**src/rtl/ingress_admit_writer_if.sv**
```systemverilog
// Word-stream and FIFO write-port bundle between the port receiver,
// the admission stage and the dual-clock packet FIFO.
interface ingress_admit_writer_if #(
    parameter int DATA_BIT = 16,
    parameter int CNT_BIT  = 4
);
    logic                in_valid;
    logic                in_ready;
    logic [DATA_BIT-1:0] in_data;
    logic                in_sop;
    logic                in_eop;
    logic                fifo_wr_en;
    logic [DATA_BIT-1:0] fifo_wr_data;
    logic [CNT_BIT-1:0]  fifo_wr_cnt;
    logic                fifo_full;

    // Environment side: drives the word stream and the FIFO status.
    modport master (
        output in_valid, in_data, in_sop, in_eop, fifo_wr_cnt, fifo_full,
        input  in_ready, fifo_wr_en, fifo_wr_data
    );

    // Admission stage side.
    modport slave (
        input  in_valid, in_data, in_sop, in_eop, fifo_wr_cnt, fifo_full,
        output in_ready, fifo_wr_en, fifo_wr_data
    );
endinterface

```
**src/rtl/ingress_admit_writer.sv**
```systemverilog
// Ingress admission writer: holds each packet header, lets the FIFO fill
// count settle, then admits the whole packet only if it fits in the free
// space, otherwise drops it whole. Flags malformed framing and keeps
// admitted/dropped packet counters.
module ingress_admit_writer #(
    parameter int DATA_BIT   = 16,
    parameter int CNT_BIT    = 4,
    parameter int FIFO_WORDS = 16,
    parameter int LEN_BIT    = 5,
    parameter int STAT_BIT   = 16
) (
    input  logic                 wr_clk,
    input  logic                 rst_n,
    ingress_admit_writer_if.slave bus,
    output logic [STAT_BIT-1:0]  pkt_cnt,
    output logic [STAT_BIT-1:0]  drop_cnt,
    output logic                 err
);

    // Common width for comparing the header length against free space.
    localparam int CMP_BIT = (LEN_BIT > CNT_BIT + 1) ? LEN_BIT : CNT_BIT + 1;

    typedef enum logic [2:0] {
        IDLE,
        SETTLE,
        DECIDE,
        FWD,
        DROP
    } state_t;

    state_t              state;
    logic                settle_cnt;
    logic [LEN_BIT-1:0]  len;
    logic [LEN_BIT-1:0]  word_cnt;
    logic [LEN_BIT-1:0]  word_cnt_nxt;
    logic                wr_en_q;
    logic [DATA_BIT-1:0] wr_data_q;
    logic                ready_c;
    logic                accept;
    logic [CNT_BIT:0]    free;
    logic                admit_ok;

    // Ready decode: the header is held in IDLE, a stray word is swallowed,
    // and FWD/DROP take every word offered.
    always_comb begin
        // NOTE: default first so no path through the case leaves ready_c
        // unassigned, which would otherwise infer a latch.
        ready_c = 1'b0;
        unique case (state)
            IDLE:      ready_c = bus.in_valid && !bus.in_sop;
            FWD, DROP: ready_c = 1'b1;
            default:   ready_c = 1'b0;
        endcase
    end

    // ready_c is combinational from state and inputs; gating with rst_n
    // keeps it low while reset is held even if a stray word is offered.
    assign bus.in_ready = rst_n && ready_c;
    assign accept       = bus.in_valid && bus.in_ready;
    assign word_cnt_nxt = word_cnt + 1'b1;

    // Admission decision from the settled fill count and the latched length.
    always_comb begin
        free     = bus.fifo_full ? '0
                 : (CNT_BIT+1)'(FIFO_WORDS) - {1'b0, bus.fifo_wr_cnt};
        admit_ok = (len != '0)
                && (CMP_BIT'(len) <= CMP_BIT'(FIFO_WORDS))
                && (CMP_BIT'(len) <= CMP_BIT'(free));
    end

    // Packet FSM with registered FIFO write port, counters and error pulse.
    always_ff @(posedge wr_clk or negedge rst_n) begin
        if (!rst_n) begin
            state      <= IDLE;
            settle_cnt <= 1'b0;
            len        <= '0;
            word_cnt   <= '0;
            wr_en_q    <= 1'b0;
            wr_data_q  <= '0;
            pkt_cnt    <= '0;
            drop_cnt   <= '0;
            err        <= 1'b0;
        end else begin
            // NOTE: non-blocking assignments throughout, so every branch
            // below sees the pre-edge values of all state registers.
            wr_en_q <= 1'b0;
            err     <= 1'b0;
            unique case (state)
                IDLE: begin
                    if (bus.in_valid && bus.in_sop) begin
                        settle_cnt <= 1'b0;
                        state      <= SETTLE;
                    end else if (accept) begin
                        err <= 1'b1;
                    end
                end
                SETTLE: begin
                    // Two stall cycles let the FIFO's registered fill count
                    // catch up with the last word written by this block.
                    if (!settle_cnt) begin
                        len        <= bus.in_data[LEN_BIT-1:0];
                        settle_cnt <= 1'b1;
                    end else begin
                        state <= DECIDE;
                    end
                end
                DECIDE: begin
                    word_cnt <= '0;
                    if (admit_ok) begin
                        state <= FWD;
                    end else begin
                        drop_cnt <= drop_cnt + 1'b1;
                        state    <= DROP;
                    end
                end
                FWD: begin
                    if (accept) begin
                        wr_en_q   <= 1'b1;
                        wr_data_q <= bus.in_data;
                        word_cnt  <= word_cnt_nxt;
                        if (bus.in_eop) begin
                            // Short packet is still counted; what was
                            // written stays in the FIFO.
                            pkt_cnt <= pkt_cnt + 1'b1;
                            err     <= (word_cnt_nxt != len);
                            state   <= IDLE;
                        end else if (word_cnt_nxt == len) begin
                            // Long packet: keep the declared length, discard
                            // the tail up to its eop.
                            pkt_cnt <= pkt_cnt + 1'b1;
                            err     <= 1'b1;
                            state   <= DROP;
                        end
                    end
                end
                DROP: begin
                    if (accept && bus.in_eop) begin
                        state <= IDLE;
                    end
                end
                default: state <= IDLE;
            endcase
        end
    end

    assign bus.fifo_wr_en   = wr_en_q;
    assign bus.fifo_wr_data = wr_data_q;

endmodule

```
**src/flat_wrapper.sv**
```systemverilog
// flat-port wrapper written by rule: the top's interface ports become plain ports
module ingress_admit_writer_flat 
#(
    parameter int DATA_BIT   = 16,
    parameter int CNT_BIT    = 4,
    parameter int FIFO_WORDS = 16,
    parameter int LEN_BIT    = 5,
    parameter int STAT_BIT   = 16
)
  (wr_clk, rst_n, pkt_cnt, drop_cnt, err, bus_in_valid, bus_in_data, bus_in_sop, bus_in_eop, bus_fifo_wr_cnt, bus_fifo_full, bus_in_ready, bus_fifo_wr_en, bus_fifo_wr_data);
  ingress_admit_writer_if #(.DATA_BIT(DATA_BIT), .CNT_BIT(CNT_BIT)) bus_i ();
  input  logic wr_clk;
  input  logic rst_n;
  output logic [STAT_BIT-1:0] pkt_cnt;
  output logic [STAT_BIT-1:0] drop_cnt;
  output logic err;
  input wire logic [$bits(bus_i.in_valid)-1:0] bus_in_valid;
  input wire logic [$bits(bus_i.in_data)-1:0] bus_in_data;
  input wire logic [$bits(bus_i.in_sop)-1:0] bus_in_sop;
  input wire logic [$bits(bus_i.in_eop)-1:0] bus_in_eop;
  input wire logic [$bits(bus_i.fifo_wr_cnt)-1:0] bus_fifo_wr_cnt;
  input wire logic [$bits(bus_i.fifo_full)-1:0] bus_fifo_full;
  output wire logic [$bits(bus_i.in_ready)-1:0] bus_in_ready;
  output wire logic [$bits(bus_i.fifo_wr_en)-1:0] bus_fifo_wr_en;
  output wire logic [$bits(bus_i.fifo_wr_data)-1:0] bus_fifo_wr_data;
  assign bus_i.in_valid = bus_in_valid;
  assign bus_i.in_data = bus_in_data;
  assign bus_i.in_sop = bus_in_sop;
  assign bus_i.in_eop = bus_in_eop;
  assign bus_i.fifo_wr_cnt = bus_fifo_wr_cnt;
  assign bus_i.fifo_full = bus_fifo_full;
  assign bus_in_ready = bus_i.in_ready;
  assign bus_fifo_wr_en = bus_i.fifo_wr_en;
  assign bus_fifo_wr_data = bus_i.fifo_wr_data;
  ingress_admit_writer #(.DATA_BIT(DATA_BIT), .CNT_BIT(CNT_BIT), .FIFO_WORDS(FIFO_WORDS), .LEN_BIT(LEN_BIT), .STAT_BIT(STAT_BIT)) u_core (.wr_clk(wr_clk), .rst_n(rst_n), .bus(bus_i), .pkt_cnt(pkt_cnt), .drop_cnt(drop_cnt), .err(err));
endmodule
```
**config.mk**
```make
export PLATFORM = sky130hd
export DESIGN_NAME = ingress_admit_writer_flat
export DESIGN_NICKNAME = d
export VERILOG_FILES = /design/src/rtl/ingress_admit_writer_if.sv /design/src/rtl/ingress_admit_writer.sv /design/src/flat_wrapper.sv
export SDC_FILE = /design/constraint.sdc
export NUM_CORES = 1
export LEC_CHECK = 0
export CORE_MARGIN = 3
export CORE_UTILIZATION = 45
export CTS_CLUSTER_SIZE = 25
export DETAILED_ROUTE_END_ITERATION = 8
export PLACE_DENSITY = 0.73
export SLEW_MARGIN = 20
export SYNTH_ARGS = -nofsm -noshare
export SYNTH_HDL_FRONTEND = slang
export SYNTH_SLANG_ARGS = --single-unit
```
**constraint.sdc**
```tcl
create_clock -name wr_clk -period 3.2 [get_ports wr_clk]
set_clock_uncertainty 0.1 [all_clocks]
set_input_delay 0.64 -clock wr_clk [delete_from_list [all_inputs] [get_ports wr_clk]]
set_output_delay 0.64 -clock wr_clk [all_outputs]
set_load 0.01 [all_outputs]
```
# Word-level counts from Yosys, hierarchy flattened
# Index checks and enable logic that the tools add are counted.
totals:
  regBits: 64
  latchBits: 0
  ramBits: 0
  romBits: 0
  in_bits: 26
  word_cells: 72
  memories: 0
op_classes:
  n_addsub: 4
  multipliers: 0
  div_mod_pow: 0
  n_lt_le_gt_ge: 2
  n_eq_ne: 11
  shifts: 0
  n_mux: 23
  bitwise_logic: 2
  n_reduce_logical: 21
ops:
  columns: ["op", "n"]
  rows:
  - ["adder 16 x 1 -> 16 bit (second input constant)", 2]
  - ["2-to-1 mux 16 bit", 2]
  - ["2-to-1 mux 3 bit", 7]
  - ["one-hot mux 3 bit (5 select lines)", 1]
  - ["2-to-1 mux 5 bit", 2]
  - ["one-hot mux 5 bit (2 select lines)", 1]
  - ["AND reduction 2 bit", 5]
  - ["!= test 2 x 1 -> 1 bit (second input constant)", 4]
  - ["logical AND 1 bit", 7]
  - ["2-to-1 mux 1 bit", 7]
  - ["equality test 3 x 2 -> 1 bit (second input constant)", 2]
  - ["one-hot mux 1 bit (2 select lines)", 3]
  - ["nonzero test 2 bit", 3]
  - ["adder 5 x 1 -> 5 bit (second input constant)", 1]
  - ["equality test 5 bit", 1]
  - ["<= comparator 5 bit", 1]
  - ["<= comparator 5 bit (second input constant)", 1]
  - ["!= test 5 bit", 1]
  - ["AND reduction 5 bit", 1]
  - ["nonzero test 5 bit", 1]
  - ["subtractor 5 x 4 -> 5 bit (first input constant)", 1]
  - ["equality test 3 x 1 -> 1 bit (second input constant)", 1]
  - ["equality test 3 bit (second input constant)", 1]
  - ["logical NOT 3 bit", 1]
  - ["other kinds (5)", 6]

# Depth between registers and ports, before layout
depth:
  word_depth: 8
  mapped_depth: 11

# Worst setup path before layout
# Ideal clock, no wire load.
synth_path:
  path_kind: "input to register"
  startpoint: "input bus_fifo_wr_cnt[0]"
  endpoint: "register u_core.drop_cnt[10]"
  arrival_time_ps: 2829
  t_required_ps: 2974
  setup_slack_ps: 145
  path_stages: 10
  path_buffers: 1
  cell_sequence: "inv_1 ha_1 or4b_2 ha_1 and3_1 and3_1 a211oi_4 buf_6 o211ai_2 xnor2_1"
synth_via:
  elab_chain_len: 6
synth_rtl:
  columns: ["item", "line_no", "source"]
  rows:
  - ["from (decl)", "flat_wrapper.sv:21", "input wire logic [$bits(bus_i.fifo_wr_cnt)-1:0] bus_fifo_wr_cnt;"]
  - ["subtractor 5 x 4 -> 5 bit", "ingress_admit_writer.sv:65", ": (CNT_BIT+1)'(FIFO_WORDS) - {1'b0, bus.fifo_wr_cnt};"]
  - ["2-to-1 mux 5 bit", "ingress_admit_writer.sv:64", "free = bus.fifo_full ? '0"]
  - ["<= comparator 5 bit", "ingress_admit_writer.sv:68", "&& (CMP_BIT'(len) <= CMP_BIT'(free));"]
  - ["logical AND 1 bit", "ingress_admit_writer.sv:68", null]
  - ["NOT 1 bit (no line)", null, null]
  - ["AND reduction 2 bit (no line)", null, null]
  - ["to (signal assigned)", "ingress_admit_writer.sv:112", "drop_cnt <= drop_cnt + 1'b1;"]
  - ["to (decl)", "ingress_admit_writer.sv:16", "output logic [STAT_BIT-1:0] drop_cnt,"]
# Every way passes these cells.
# A chain may end at the register's enable or synchronous reset.

# Final worst setup path
layout_path:
  startpoint: "input bus_fifo_wr_cnt[0]"
  endpoint: "register u_core.drop_cnt[15]"
# Same word-level chain as after synthesis.

==> run_results.csv <==
group,metric,value,unit
run_status,outcome,"complete, no violations",
critical_path,crit_fanout,7,
synth,mux_cell_area_share_after_synthesis,0.0804,
clock_tree,htreeDepth,3,
floorplan,die_h,90.6,um
power_and_ir_drop,sw_frac_of_total,0.326,
synth,post_synthesis_sequential_area_ratio,0.497,
clock_tree,clk_lat_worst_skew,0.33,ns
power_and_ir_drop,p_comb_frac,0.373,
clock_tree,tritoncts,"yes",
critical_path,crit_path_cell_trace,"clkdlybuf4s50_1 > inv_1 > ha_1 > buf_4 > xnor2_1 > nand2b_1 > ha_1 > and3_1 > and3_1 > a211oi_4 > buf_6 > clkbuf_16 > o211ai_2 > xnor2_1",
drt,drt-pass1-iter-count,4,
drt,routed_wire_length,6530,um
place,gp_routability_congestion,0.788,
synth,synth_async_sr_flop_share,1.00,
timing,final.setup.tns,0,ns
clock_tree,numCtsBuffers,9,
floorplan,boundaryPins,77,
synth,postSynthCellCount,275,
synth,synth_adder_area_share,0.0389,
drt,drt-initial-drc-count,84,
clock_tree,cts_buffer_depth,2,
run,max_cap_viol_count,0,
cells_and_area,post_layout_nets,405,
place,portBuffers,76,
grt,grt_start_max_net_pins,42,
cells_and_area,layout.cells.most_common,"sky130_fd_sc_hd__clkdlybuf4s50_1",
worst_hold_path,holdCritPathClass,"in -> async",
cells_and_area,fraction_of_final_layout_cells_sized_beyond_drive_strength_1,0.182,
cells_and_area,layout_common_cells,"sky130_fd_sc_hd__clkdlybuf4s50_1 (75), sky130_fd_sc_hd__dfrtp_1 (64), sky130_fd_sc_hd__xnor2_1 (36), sky130_fd_sc_hd__mux2_2 (22), sky130_fd_sc_hd__nand2_1 (18)",
synth,flip_flop_cell_with_the_highest_count_after_synthesis,"sky130_fd_sc_hd__dfrtp_1",
power_and_ir_drop,power.net_switching,0.000974,W
power_and_ir_drop,clockPowerShare,0.220,
grt,grt_antenna_before_repair,0,
synth,yosys_warnings,0,
timing,final_setup_vio_count,0,
floorplan,die_area,8210,um2
timing,max_slew_margin,0.663,
synth,yosys_register_bits,64,
critical_path,worstSetupStartpointType,"input pin",
power_and_ir_drop,power_per_cell_area,680,nW/um2
timing,final-hold-violation-count,0,
timing,slew_viol_final,0,
critical_path,critical_path.max_stage_delay,0.48,ns
clock_tree,cts.reportedPaths.clkPinSlew,0.07,ns
synth,synth_top_family_by_area,"simple AND/OR/NAND/NOR gates",
grt,first_global_vias,2439,
synth,syn_area_per_cell,11.7,um2
critical_path,reg2reg_depth,9,
cells_and_area,fillCellCount,559,
power_and_ir_drop,ir_worst_vdd,0.527,mV
drt,route.detailed.wl_per_inst,13.9,um
power_and_ir_drop,power.static_leakage,1.90,nW
timing,timing_worst_slew_pin_value,0.506,ns
drt,route.vias.total,2412,
timing,final_period_minus_worst_setup_slack,3.13,ns
drt,via_per_inst,5.13,
clock_tree,cts_root_cell,"sky130_fd_sc_hd__clkbuf_8",
power_and_ir_drop,power.internal,0.00201,W
timing,max_freq,0.320,GHz
critical_path,rrSetupSlack,0.54,ns
cells_and_area,total_area_of_sequential_cells,1600,um2
place,place.detailed.hpwl,4750,um
critical_path,critical_path.top_delay_family,"buffers and inverters",
critical_path,worst-endpoint-arrival,3.24,ns
floorplan,rows,30,
cells_and_area,layout-area-overhead-vs-synth,36.2,%
synth,synth_nets,311,
critical_path,cp.required,3.31,ns
clock_tree,postCtsHoldBufs,0,
synth,synth_xor_xnor_area_share,0.117,
critical_path,worst_r2r_startpoint,"u_core.word_cnt[0]$_DFFE_PN0P_",
timing,post-route-period-util,0.977,
grt,grt_remaining_overflow,0,
place,dp_slack,-0.397,ns
drt,antenna_violating_nets_post_route,0,
drt,post_route_drc_violation_count,0,
synth,post_synth_and_or_nand_nor_area_fraction,0.145,
floorplan,core_region_area,6870,um2
critical_path,timing.critical_path.slowest_stage_cell,"sky130_fd_sc_hd__clkdlybuf4s50_1",
synth,post_synth_instance_area,3220,um2
cells_and_area,num_antenna_cells,0,
critical_path,worstReg2RegEnd,"u_core.pkt_cnt[15]$_DFFE_PN0P_",
synth,synth-edff-count,0,
floorplan,die_width,90.6,um
clock_tree,clkSinkCount,64,
floorplan,starting_density_of_the_core,0.469,
critical_path,timing.critical_path.to_type,"register",
grt,globalRouteTotalUtil,0.166,
grt,global_route_wire_length_before_repair,11200,um
critical_path,worstPathBufferInverterCount,5,
synth,distinct_cell_type_count_after_synthesis,46,
synth,synth_compound_area_frac,0.0944,
cells_and_area,multi_input_comb_area,1550,um2
timing,finalWorstSetupSlack,0.0728,ns
power_and_ir_drop,seq_power_share,0.407,
critical_path,worstSetupPathType,"in -> reg",
## cell usage after synthesis (5+ instances only)
| cell | count | area share |
|---|---|---|
| sky130_fd_sc_hd__nor3_1 | 5 | 0.0078 |
| sky130_fd_sc_hd__and3_1 | 8 | 0.016 |
| sky130_fd_sc_hd__o211ai_2 | 5 | 0.019 |
| sky130_fd_sc_hd__o2111ai_1 | 6 | 0.016 |
| sky130_fd_sc_hd__ha_1 | 10 | 0.039 |
| sky130_fd_sc_hd__o21ai_1 | 6 | 0.0093 |
| sky130_fd_sc_hd__dfrtp_1 | 64 | 0.50 |
| sky130_fd_sc_hd__nor2_1 | 11 | 0.013 |
| sky130_fd_sc_hd__mux2_2 | 22 | 0.077 |
| sky130_fd_sc_hd__inv_1 | 9 | 0.010 |
| sky130_fd_sc_hd__nand2_1 | 18 | 0.021 |
| sky130_fd_sc_hd__xor2_1 | 7 | 0.019 |
| sky130_fd_sc_hd__xnor2_1 | 36 | 0.098 |
| sky130_fd_sc_hd__nand3_1 | 13 | 0.020 |
## power by group through the flow
| stage | Combinational [W] | Clock, W | Sequential, W |
|---|---|---|---|
| after global placement | 0.00106 | 0 | 0.00122 |
| after global routing | 0.00122 | 0.000714 | 0.00125 |
| after floorplan | 0.000581 | 0 | 0.00124 |
| final | 0.00111 | 0.000657 | 0.00121 |
| after CTS | 0.00109 | 0.000673 | 0.00121 |
| after detailed placement | 0.00109 | 0 | 0.00123 |
## final cells by class
class | count | share of cell area
Timing Repair Buffer | 90 | 0.204
Clock buffer | 12 | 0.0308
Inverter | 10 | 0.00856
Sequential cell | 64 | 0.365
Clock inverter | 4 | 0.0103
Multi-Input combinational cell | 194 | 0.354
Tap cell | 96 | 0.0274
## through the flow
stage	instances	area [um2]	power, W	hold WS [ns]	utilization
after floorplan	275	3220	0.00182	0.244	-
after global placement	451	4150	0.00228	0.362	0.603
after detailed placement	451	4150	0.00231	0.371	0.603
after CTS	467	4330	0.00298	0.251	0.630
after global routing	470	4390	0.00318	0.270	0.638
final	470	4390	0.00298	0.249	0.638
## registers in the layout, indices dropped and copies added, names as in the netlist
name	cells
u_core.word_cnt	5
u_core.settle_cnt	1
u_core.len	5
u_core.state	3
u_core.drop_cnt	16
u_core.bus.fifo_wr_data	16
u_core.err	1
u_core.bus.fifo_wr_en	1
u_core.pkt_cnt	16
## worst max-delay path by stage
stage,endpoint,from,cells past startpoint
floorplan,u_core.drop_cnt[10]$_DFFE_PN0P_,bus_fifo_wr_cnt[0],10
finish,u_core.drop_cnt[15]$_DFFE_PN0P_,bus_fifo_wr_cnt[0],14
CTS,u_core.drop_cnt[14]$_DFFE_PN0P_,bus_fifo_wr_cnt[0],11
global placement,u_core.drop_cnt[14]$_DFFE_PN0P_,bus_fifo_wr_cnt[0],11
global route,u_core.drop_cnt[10]$_DFFE_PN0P_,bus_fifo_wr_cnt[0],14
detailed placement,u_core.drop_cnt[11]$_DFFE_PN0P_,bus_fifo_wr_cnt[0],11
## cells by family (layout without fill, tap and decap cells)
logic type,Yosys count,in the layout
AO/OA/AOI/OAI,38,38
XOR/XNOR,43,43
adder cells (fa/ha/maj),10,10
buffers and inverters,17,116
flip-flops,64,64
multiplexers,23,23
AND/OR/NAND/NOR,80,80
## layer usage
metal | wire length [um] | global-route usage
met1 | 3040 | 0.221
met2 | 3070 | 0.260
met3 | 349 | 0.0450
met4 | 77 | 0.0574
met5 | 0 | 0
## repair_timing
action	in CTS	in global routing
resized for setup	0	3
pin swaps	1	2
buffers inserted	0	2
cloned	0	1
setup endpoints to repair	4	9
Note: power is estimated with default switching activity, not from simulation.
